### config.mk
export PLATFORM = sky130hd
export DESIGN_NAME = apb_master_bridge_flat
export DESIGN_NICKNAME = d
export VERILOG_FILES = /design/src/rtl/apb_master_pkg.sv /design/src/rtl/apb_master_bridge_if.sv /design/src/rtl/apb_wait_timer.sv /design/src/rtl/apb_master_bridge.sv /design/src/flat_wrapper.sv
export SDC_FILE = /design/constraint.sdc
export NUM_CORES = 1
export LEC_CHECK = 0
export ABC_AREA = 1
export CORE_MARGIN = 2
export CORE_UTILIZATION = 48
export CTS_BUF_LIST = sky130_fd_sc_hd__clkbuf_4 sky130_fd_sc_hd__clkbuf_8
export DETAILED_ROUTE_END_ITERATION = 10
export PLACE_DENSITY_LB_ADDON = 0.3
export RECOVER_POWER = 50
export SETUP_SLACK_MARGIN = 0.05
export SLEW_MARGIN = 40
export SYNTH_ARGS = -nofsm -noshare
export SYNTH_HDL_FRONTEND = slang
export SYNTH_SLANG_ARGS = --single-unit
### constraint.sdc
create_clock -name PCLK -period 4 [get_ports PCLK]
set_input_delay 0.8 -clock PCLK [delete_from_list [all_inputs] [get_ports PCLK]]
set_output_delay 0.8 -clock PCLK [all_outputs]
set_load 0.02 [all_outputs]
### src/rtl/apb_master_pkg.sv
// Shared types and defaults for the APB master bridge: FSM state encoding,
// captured response record and the default bus geometry / wait-state timeout.
package apb_master_pkg;

  localparam int APB_ADDR_WIDTH     = 16;
  localparam int APB_DATA_WIDTH     = 32;
  localparam int APB_TIMEOUT_CYCLES = 255;

  typedef enum logic [1:0] {
    IDLE,
    SETUP,
    ACCESS,
    RESP
  } apb_mst_state_e;

  typedef struct packed {
    logic [APB_DATA_WIDTH-1:0] rdata;
    logic                      error;
    logic                      timeout;
  } apb_rsp_t;

  // A disabled timeout (0) still needs a one-bit counter to keep the type legal.
  function automatic int timer_width(input int cycles);
    return (cycles < 1) ? 1 : $clog2(cycles + 1);
  endfunction

endpackage

### src/rtl/apb_master_bridge_if.sv
// Command/response stream plus APB3 requester signals of the bridge.
// master = the bridge itself, slave = the environment (command source and APB completer).
interface apb_master_bridge_if #(
  parameter int ADDR_WIDTH = apb_master_pkg::APB_ADDR_WIDTH,
  parameter int DATA_WIDTH = apb_master_pkg::APB_DATA_WIDTH
);

  logic                  req_valid;
  logic                  req_ready;
  logic                  req_write;
  logic [ADDR_WIDTH-1:0] req_addr;
  logic [DATA_WIDTH-1:0] req_wdata;

  logic                  rsp_valid;
  logic                  rsp_ready;
  logic [DATA_WIDTH-1:0] rsp_rdata;
  logic                  rsp_error;
  logic                  rsp_timeout;

  logic                  PSELx;
  logic                  PENABLE;
  logic                  PWRITE;
  logic [ADDR_WIDTH-1:0] PADDR;
  logic [DATA_WIDTH-1:0] PWDATA;
  logic [DATA_WIDTH-1:0] PRDATA;
  logic                  PREADY;
  logic                  PSLVERR;

  modport master (
    input  req_valid, req_write, req_addr, req_wdata, rsp_ready,
    input  PRDATA, PREADY, PSLVERR,
    output req_ready, rsp_valid, rsp_rdata, rsp_error, rsp_timeout,
    output PSELx, PENABLE, PWRITE, PADDR, PWDATA
  );

  modport slave (
    output req_valid, req_write, req_addr, req_wdata, rsp_ready,
    output PRDATA, PREADY, PSLVERR,
    input  req_ready, rsp_valid, rsp_rdata, rsp_error, rsp_timeout,
    input  PSELx, PENABLE, PWRITE, PADDR, PWDATA
  );

endinterface

### src/rtl/apb_wait_timer.sv
// Saturating wait-state counter. expired is high during the enabled cycle that
// is the TIMEOUT_CYCLES-th since clear; never asserts when TIMEOUT_CYCLES is 0.
module apb_wait_timer
  import apb_master_pkg::*;
#(
  parameter int TIMEOUT_CYCLES = APB_TIMEOUT_CYCLES
) (
  input  logic clk_sys,
  input  logic rst_b,
  input  logic clear,
  input  logic enable,
  output logic expired
);

  localparam int CW = timer_width(TIMEOUT_CYCLES);

  generate
    if (TIMEOUT_CYCLES == 0) begin : g_disabled
      assign expired = 1'b0;
    end else begin : g_enabled
      logic [CW-1:0] count;

      always_ff @(posedge clk_sys or negedge rst_b) begin
        if (!rst_b) begin
          count <= '0;
        end else if (clear) begin
          count <= '0;
        end else if (enable && (count != CW'(TIMEOUT_CYCLES))) begin
          count <= count + 1'b1;
        end
      end

      assign expired = enable && (count == CW'(TIMEOUT_CYCLES - 1));
    end
  endgenerate

endmodule

### src/rtl/apb_master_bridge.sv
// APB3 requester: turns one valid/ready command into a SETUP/ACCESS transfer and
// returns data/error/timeout on a valid/ready response channel. One transfer outstanding.
//
//   state  | meaning
//   IDLE   | req_ready high, waiting for a command
//   SETUP  | PSELx high, PENABLE low, wait timer cleared
//   ACCESS | PSELx and PENABLE high, waiting for PREADY or timeout
//   RESP   | response held on rsp_* until consumer takes it
module apb_master_bridge
  import apb_master_pkg::*;
#(
  parameter int ADDR_WIDTH     = APB_ADDR_WIDTH,
  parameter int DATA_WIDTH     = APB_DATA_WIDTH,
  parameter int TIMEOUT_CYCLES = APB_TIMEOUT_CYCLES
) (
  input logic                 PCLK,
  input logic                 PRESETn,
  apb_master_bridge_if.master bus
);

  apb_mst_state_e        state;
  logic                  req_ready_q;
  logic                  psel_q;
  logic                  penable_q;
  logic                  pwrite_q;
  logic [ADDR_WIDTH-1:0] paddr_q;
  logic [DATA_WIDTH-1:0] pwdata_q;
  logic                  rsp_valid_q;
  apb_rsp_t              rsp_q;
  logic                  timer_expired;

  apb_wait_timer #(
    .TIMEOUT_CYCLES(TIMEOUT_CYCLES)
  ) u_wait_timer (
    .clk_sys (PCLK),
    .rst_b   (PRESETn),
    .clear   (state == SETUP),
    .enable  ((state == ACCESS) && !bus.PREADY),
    .expired (timer_expired)
  );

  always_ff @(posedge PCLK or negedge PRESETn) begin
    if (!PRESETn) begin
      state       <= IDLE;
      req_ready_q <= 1'b1;
      psel_q      <= 1'b0;
      penable_q   <= 1'b0;
      pwrite_q    <= 1'b0;
      paddr_q     <= '0;
      pwdata_q    <= '0;
      rsp_valid_q <= 1'b0;
      rsp_q       <= '0;
    end else begin
      unique case (state)
        IDLE: begin
          if (bus.req_valid && req_ready_q) begin
            pwrite_q    <= bus.req_write;
            paddr_q     <= bus.req_addr;
            pwdata_q    <= bus.req_wdata;
            psel_q      <= 1'b1;
            req_ready_q <= 1'b0;
            state       <= SETUP;
          end
        end
        SETUP: begin
          penable_q <= 1'b1;
          state     <= ACCESS;
        end
        ACCESS: begin
          // PREADY takes priority over a timeout landing in the same cycle.
          if (bus.PREADY) begin
            rsp_q.rdata   <= pwrite_q ? '0 : bus.PRDATA;
            rsp_q.error   <= bus.PSLVERR;
            rsp_q.timeout <= 1'b0;
            psel_q        <= 1'b0;
            penable_q     <= 1'b0;
            rsp_valid_q   <= 1'b1;
            state         <= RESP;
          end else if (timer_expired) begin
            rsp_q.rdata   <= '0;
            rsp_q.error   <= 1'b1;
            rsp_q.timeout <= 1'b1;
            psel_q        <= 1'b0;
            penable_q     <= 1'b0;
            rsp_valid_q   <= 1'b1;
            state         <= RESP;
          end
        end
        RESP: begin
          if (bus.rsp_ready) begin
            rsp_valid_q <= 1'b0;
            req_ready_q <= 1'b1;
            state       <= IDLE;
          end
        end
        default: state <= IDLE;
      endcase
    end
  end

  assign bus.req_ready   = req_ready_q;
  assign bus.PSELx       = psel_q;
  assign bus.PENABLE     = penable_q;
  assign bus.PWRITE      = pwrite_q;
  assign bus.PADDR       = paddr_q;
  assign bus.PWDATA      = pwdata_q;
  assign bus.rsp_valid   = rsp_valid_q;
  assign bus.rsp_rdata   = rsp_q.rdata;
  assign bus.rsp_error   = rsp_q.error;
  assign bus.rsp_timeout = rsp_q.timeout;

endmodule

### src/flat_wrapper.sv
// flat-port wrapper written by rule: the top's interface ports become plain ports
module apb_master_bridge_flat import apb_master_pkg::*;
#(
  parameter int ADDR_WIDTH     = APB_ADDR_WIDTH,
  parameter int DATA_WIDTH     = APB_DATA_WIDTH,
  parameter int TIMEOUT_CYCLES = APB_TIMEOUT_CYCLES
)
  (PCLK, PRESETn, bus_req_valid, bus_req_write, bus_req_addr, bus_req_wdata, bus_rsp_ready, bus_PRDATA, bus_PREADY, bus_PSLVERR, bus_req_ready, bus_rsp_valid, bus_rsp_rdata, bus_rsp_error, bus_rsp_timeout, bus_PSELx, bus_PENABLE, bus_PWRITE, bus_PADDR, bus_PWDATA);
  apb_master_bridge_if #(.ADDR_WIDTH(ADDR_WIDTH), .DATA_WIDTH(DATA_WIDTH)) bus_i ();
  input logic PCLK;
  input logic PRESETn;
  input wire logic [$bits(bus_i.req_valid)-1:0] bus_req_valid;
  input wire logic [$bits(bus_i.req_write)-1:0] bus_req_write;
  input wire logic [$bits(bus_i.req_addr)-1:0] bus_req_addr;
  input wire logic [$bits(bus_i.req_wdata)-1:0] bus_req_wdata;
  input wire logic [$bits(bus_i.rsp_ready)-1:0] bus_rsp_ready;
  input wire logic [$bits(bus_i.PRDATA)-1:0] bus_PRDATA;
  input wire logic [$bits(bus_i.PREADY)-1:0] bus_PREADY;
  input wire logic [$bits(bus_i.PSLVERR)-1:0] bus_PSLVERR;
  output wire logic [$bits(bus_i.req_ready)-1:0] bus_req_ready;
  output wire logic [$bits(bus_i.rsp_valid)-1:0] bus_rsp_valid;
  output wire logic [$bits(bus_i.rsp_rdata)-1:0] bus_rsp_rdata;
  output wire logic [$bits(bus_i.rsp_error)-1:0] bus_rsp_error;
  output wire logic [$bits(bus_i.rsp_timeout)-1:0] bus_rsp_timeout;
  output wire logic [$bits(bus_i.PSELx)-1:0] bus_PSELx;
  output wire logic [$bits(bus_i.PENABLE)-1:0] bus_PENABLE;
  output wire logic [$bits(bus_i.PWRITE)-1:0] bus_PWRITE;
  output wire logic [$bits(bus_i.PADDR)-1:0] bus_PADDR;
  output wire logic [$bits(bus_i.PWDATA)-1:0] bus_PWDATA;
  assign bus_i.req_valid = bus_req_valid;
  assign bus_i.req_write = bus_req_write;
  assign bus_i.req_addr = bus_req_addr;
  assign bus_i.req_wdata = bus_req_wdata;
  assign bus_i.rsp_ready = bus_rsp_ready;
  assign bus_i.PRDATA = bus_PRDATA;
  assign bus_i.PREADY = bus_PREADY;
  assign bus_i.PSLVERR = bus_PSLVERR;
  assign bus_req_ready = bus_i.req_ready;
  assign bus_rsp_valid = bus_i.rsp_valid;
  assign bus_rsp_rdata = bus_i.rsp_rdata;
  assign bus_rsp_error = bus_i.rsp_error;
  assign bus_rsp_timeout = bus_i.rsp_timeout;
  assign bus_PSELx = bus_i.PSELx;
  assign bus_PENABLE = bus_i.PENABLE;
  assign bus_PWRITE = bus_i.PWRITE;
  assign bus_PADDR = bus_i.PADDR;
  assign bus_PWDATA = bus_i.PWDATA;
  apb_master_bridge #(.ADDR_WIDTH(ADDR_WIDTH), .DATA_WIDTH(DATA_WIDTH), .TIMEOUT_CYCLES(TIMEOUT_CYCLES)) u_core (.PCLK(PCLK), .PRESETn(PRESETn), .bus(bus_i));
endmodule
==> flow_summary.toml <==
[die]
die_x_um = 98.0
start_util = 0.491
num_rows = 34
die_area_sq_um = 9600
core_area_sq_um = 8640
chipHeight_um = 98.0
io_pins = 174

[timing]
worst-slew-pin-transition_ns = 1.78
worst_clock_skew_ns = 0.0209
slew_violations = 114
fin_setup_tns_ns = 0
relSlewSlack = -0.189
rsz0062_at_grt = "no"
final-setup-viol-count = 0
period_share = 0.729
fmax_mhz = 343
finalCriticalPeriod_ns = 2.92
hold_viol_final = 0
setup_ws_ns = 1.08

[hold_path]
hp-start = "u_core.bus.PENABLE$_DFFE_PN0P_"
hold-path-endpoint = "u_core.bus.PENABLE$_DFFE_PN0P_"
min_path_cells = 2
hold_class = "reg -> reg"

[logic_synthesis]
yosys.area.top_type = "dfrtp_1"
ys.flop_type = "dfrtp_1"
syn_area_per_cell_sq_um = 8.74
async_reset_ff_frac = 1.00
synth_area_leaders = "dfrtp_1, nand2_1, nand4_1"
yosys_warnings = 0
ys_seq_elements = 97
synth_common_cells = "nand2_1, dfrtp_1, nand3_1"
syn-cell-area_sq_um = 4240
syn-num-nets = 579
seq_area_frac_synth = 0.573
yosysMostFrequentCell = "nand2_1"
yosysTopAreaCellShare = 0.567
synth_cells = 485
synth_cell_type_count = 25
synth_edf_count = 0

[critical_path]
r2r-end = "u_core.bus.PADDR[8]$_DFFE_PN0P_"
rr_worst_depth = 7
startpoint_type = "primary input"
crit_arrival_ns = 3.21
crit_type = "in -> reg"
crit_path_end_kind = "flop"
ff2ff_setup_slack_ns = 1.35
cp_data_required_time_ns = 4.30
r2r_start = "u_core.state[0]$_DFFE_PN0P_"
worstPathMaxFanout = 41

[cells_and_area]
final_nets = 743
fillerInstances = 680
diodes = 0
area_growth_pct = 45.4
drive_gt1_frac = 0.0613

[power]
comb_power_share = 0.513
leakagePower_nw = 3.00
p_sw_frac = 0.417
ir_drop_v = 0.000423
p_per_area_nw_per_um2 = 748
intPower_mw = 2.69
seqPwrFrac = 0.361
p_sw_mw = 1.92
p_clk_frac = 0.126

[routing]
ant_nets = 0
routedWlPerCell_um = 15.0
drt-pass1-iter-count = 4
drt-initial-drc-count = 159
vias_per_cell = 5.13
vias = 3903
wirelength_um = 11400
drc = 0

[grt]
antenna_found_initial = 0
grt-ovfl-total = 0
grt_pass1_vias = 3699
grt_usage = 0.233
grt_pass1_wl_um = 18100
grt_max_degree = 72

[clocking]
clock_sinks = 97
cts_resized = 0
htree_levels = 3
cts_setup_buffers = 0
clkTransAtPathRegs_ns = 0.10
clkLatencyLatePin_ns = 0.37
max-clock-path-buffers = 2
postCtsHoldBufs = 0
cts-root-buf = "clkbuf_8"
cts_tree = "yes"
cts_buffers = 9

[placement]
place_ws_ns = 1.40
hpwl_um = 8100
numPortBuffers = 173
globalplace.congestion = 0.798

[run_status]
status = "finished with violations"
violations = "capacitance limit, slew limit"

[flow_run]
drv_cap = 2
-- flip-flops by register name, summed over array words and instances, names as in the netlist --
| signal | flops |
|---|---|
| u_core.bus.rsp_valid | 1 |
| u_core.bus.PSELx | 1 |
| u_core.bus.req_ready | 1 |
| u_core.bus.PENABLE | 1 |
| u_core.bus.rsp_error | 1 |
| u_core.bus.rsp_rdata | 32 |
| u_core.bus.PWDATA | 32 |
| u_core.bus.PWRITE | 1 |
| u_core.bus.PADDR | 16 |
| u_core.bus.rsp_timeout | 1 |
| u_core.u_wait_timer.g_enabled.count | 8 |
| u_core.state | 2 |
-- layout make-up --
type / count / area, sq um / share of cell area
Clock buffer: 10 / 131 / 0.0213
Clock inverter: 5 / 41.3 / 0.00670
Inverter: 19 / 72.6 / 0.0118
Multi-Input combinational cell: 342 / 1590 / 0.258
Sequential cell: 97 / 2430 / 0.394
Tap cell: 108 / 135 / 0.0219
Timing Repair Buffer: 180 / 1770 / 0.287
-- critical path: stages --
cell	delay [ns]
dlygate4sd3_1	0.57
nand3_1	0.11
clkinv_1	0.21
clkbuf_1	1.23
nand2_1	0.14
nand2_1	0.14
-- stage by stage --
stage	power (mW)	instance area (sq um)	hold slack (ns)	util	instances
2_1_floorplan	2.92	4240	0.491	-	485
3_3_place_gp	3.98	6020	0.461	0.697	746
3_5_place_dp	4.06	6020	0.462	0.697	746
4_1_cts	4.65	6190	0.466	0.717	761
5_1_grt	4.89	6160	0.501	0.714	761
6_report	4.61	6160	0.483	0.714	761
-- cell usage in the layout, fill, tap and decap left out, types with 2 or more instances in the layout --
cell             instances
nand2_1                225
clkdlybuf4s50_1        170
dfrtp_1                 96
nand3_1                 37
nand4_1                 34
inv_1                   14
nor2_1                  11
clkbuf_8                 9
nand3_2                  8
ha_1                     7
o21ai_0                  6
a21oi_1                  4
buf_4                    4
nand2_2                  3
inv_2                    3
clkbuf_1                 3
xor2_1                   2
clkinv_4                 2
clkinvlp_4               2
dlygate4sd3_1            2
-- routing by layer --
metal / global-route usage / wire (um) / vias to the layer above
met1: 0.299 / 4590 / 1882
met3: 0.0394 / 611 / 16
met4: 0.0919 / 251 / 0
met2: 0.397 / 5970 / 125
li1: - / - / 1880
met5: 0 / 0 / -
-- worst max-delay path by stage --
| stage | startpoint | endpoint | slack (ns) | cells past startpoint |
|---|---|---|---|---|
| 6_report | bus_req_valid | u_core.bus.PADDR[8]$_DFFE_PN0P_ | 1.08 | 6 |
| 3_5_place_dp | bus_PREADY | u_core.bus.rsp_rdata[21]$_DFFE_PN0P_ | 1.40 | 5 |
| 5_1_grt | bus_req_valid | u_core.bus.PWDATA[18]$_DFFE_PN0P_ | 0.83 | 6 |
| 4_1_cts | u_core.bus.req_ready$_DFFE_PN1P_ | bus_req_ready | 1.64 | 1 |
| 2_1_floorplan | bus_PREADY | u_core.u_wait_timer.g_enabled.count[0]$_DFFE_PN0P_ | 2.44 | 6 |
| 3_3_place_gp | bus_PREADY | u_core.bus.rsp_rdata[23]$_DFFE_PN0P_ | 1.51 | 5 |
-- logic make-up after synthesis --
logic type | share of synthesized area
AO/OA/AOI/OAI | 0.0130
XOR/XNOR | 0.00413
buffers and inverters | 0.0508
flip-flops | 0.573
adder cells (fa/ha/maj) | 0.0207
AND/OR/NAND/NOR | 0.339
-- power groups by stage --
stage / registers (mW) / clock network [mW] / logic, mW
6_report: 1.66 / 0.581 / 2.37
5_1_grt: 1.71 / 0.628 / 2.56
4_1_cts: 1.66 / 0.594 / 2.39
3_5_place_dp: 1.68 / 0 / 2.39
3_3_place_gp: 1.66 / 0 / 2.33
2_1_floorplan: 2.15 / 0 / 0.773
Note: power is estimated with default switching activity, not from simulation.
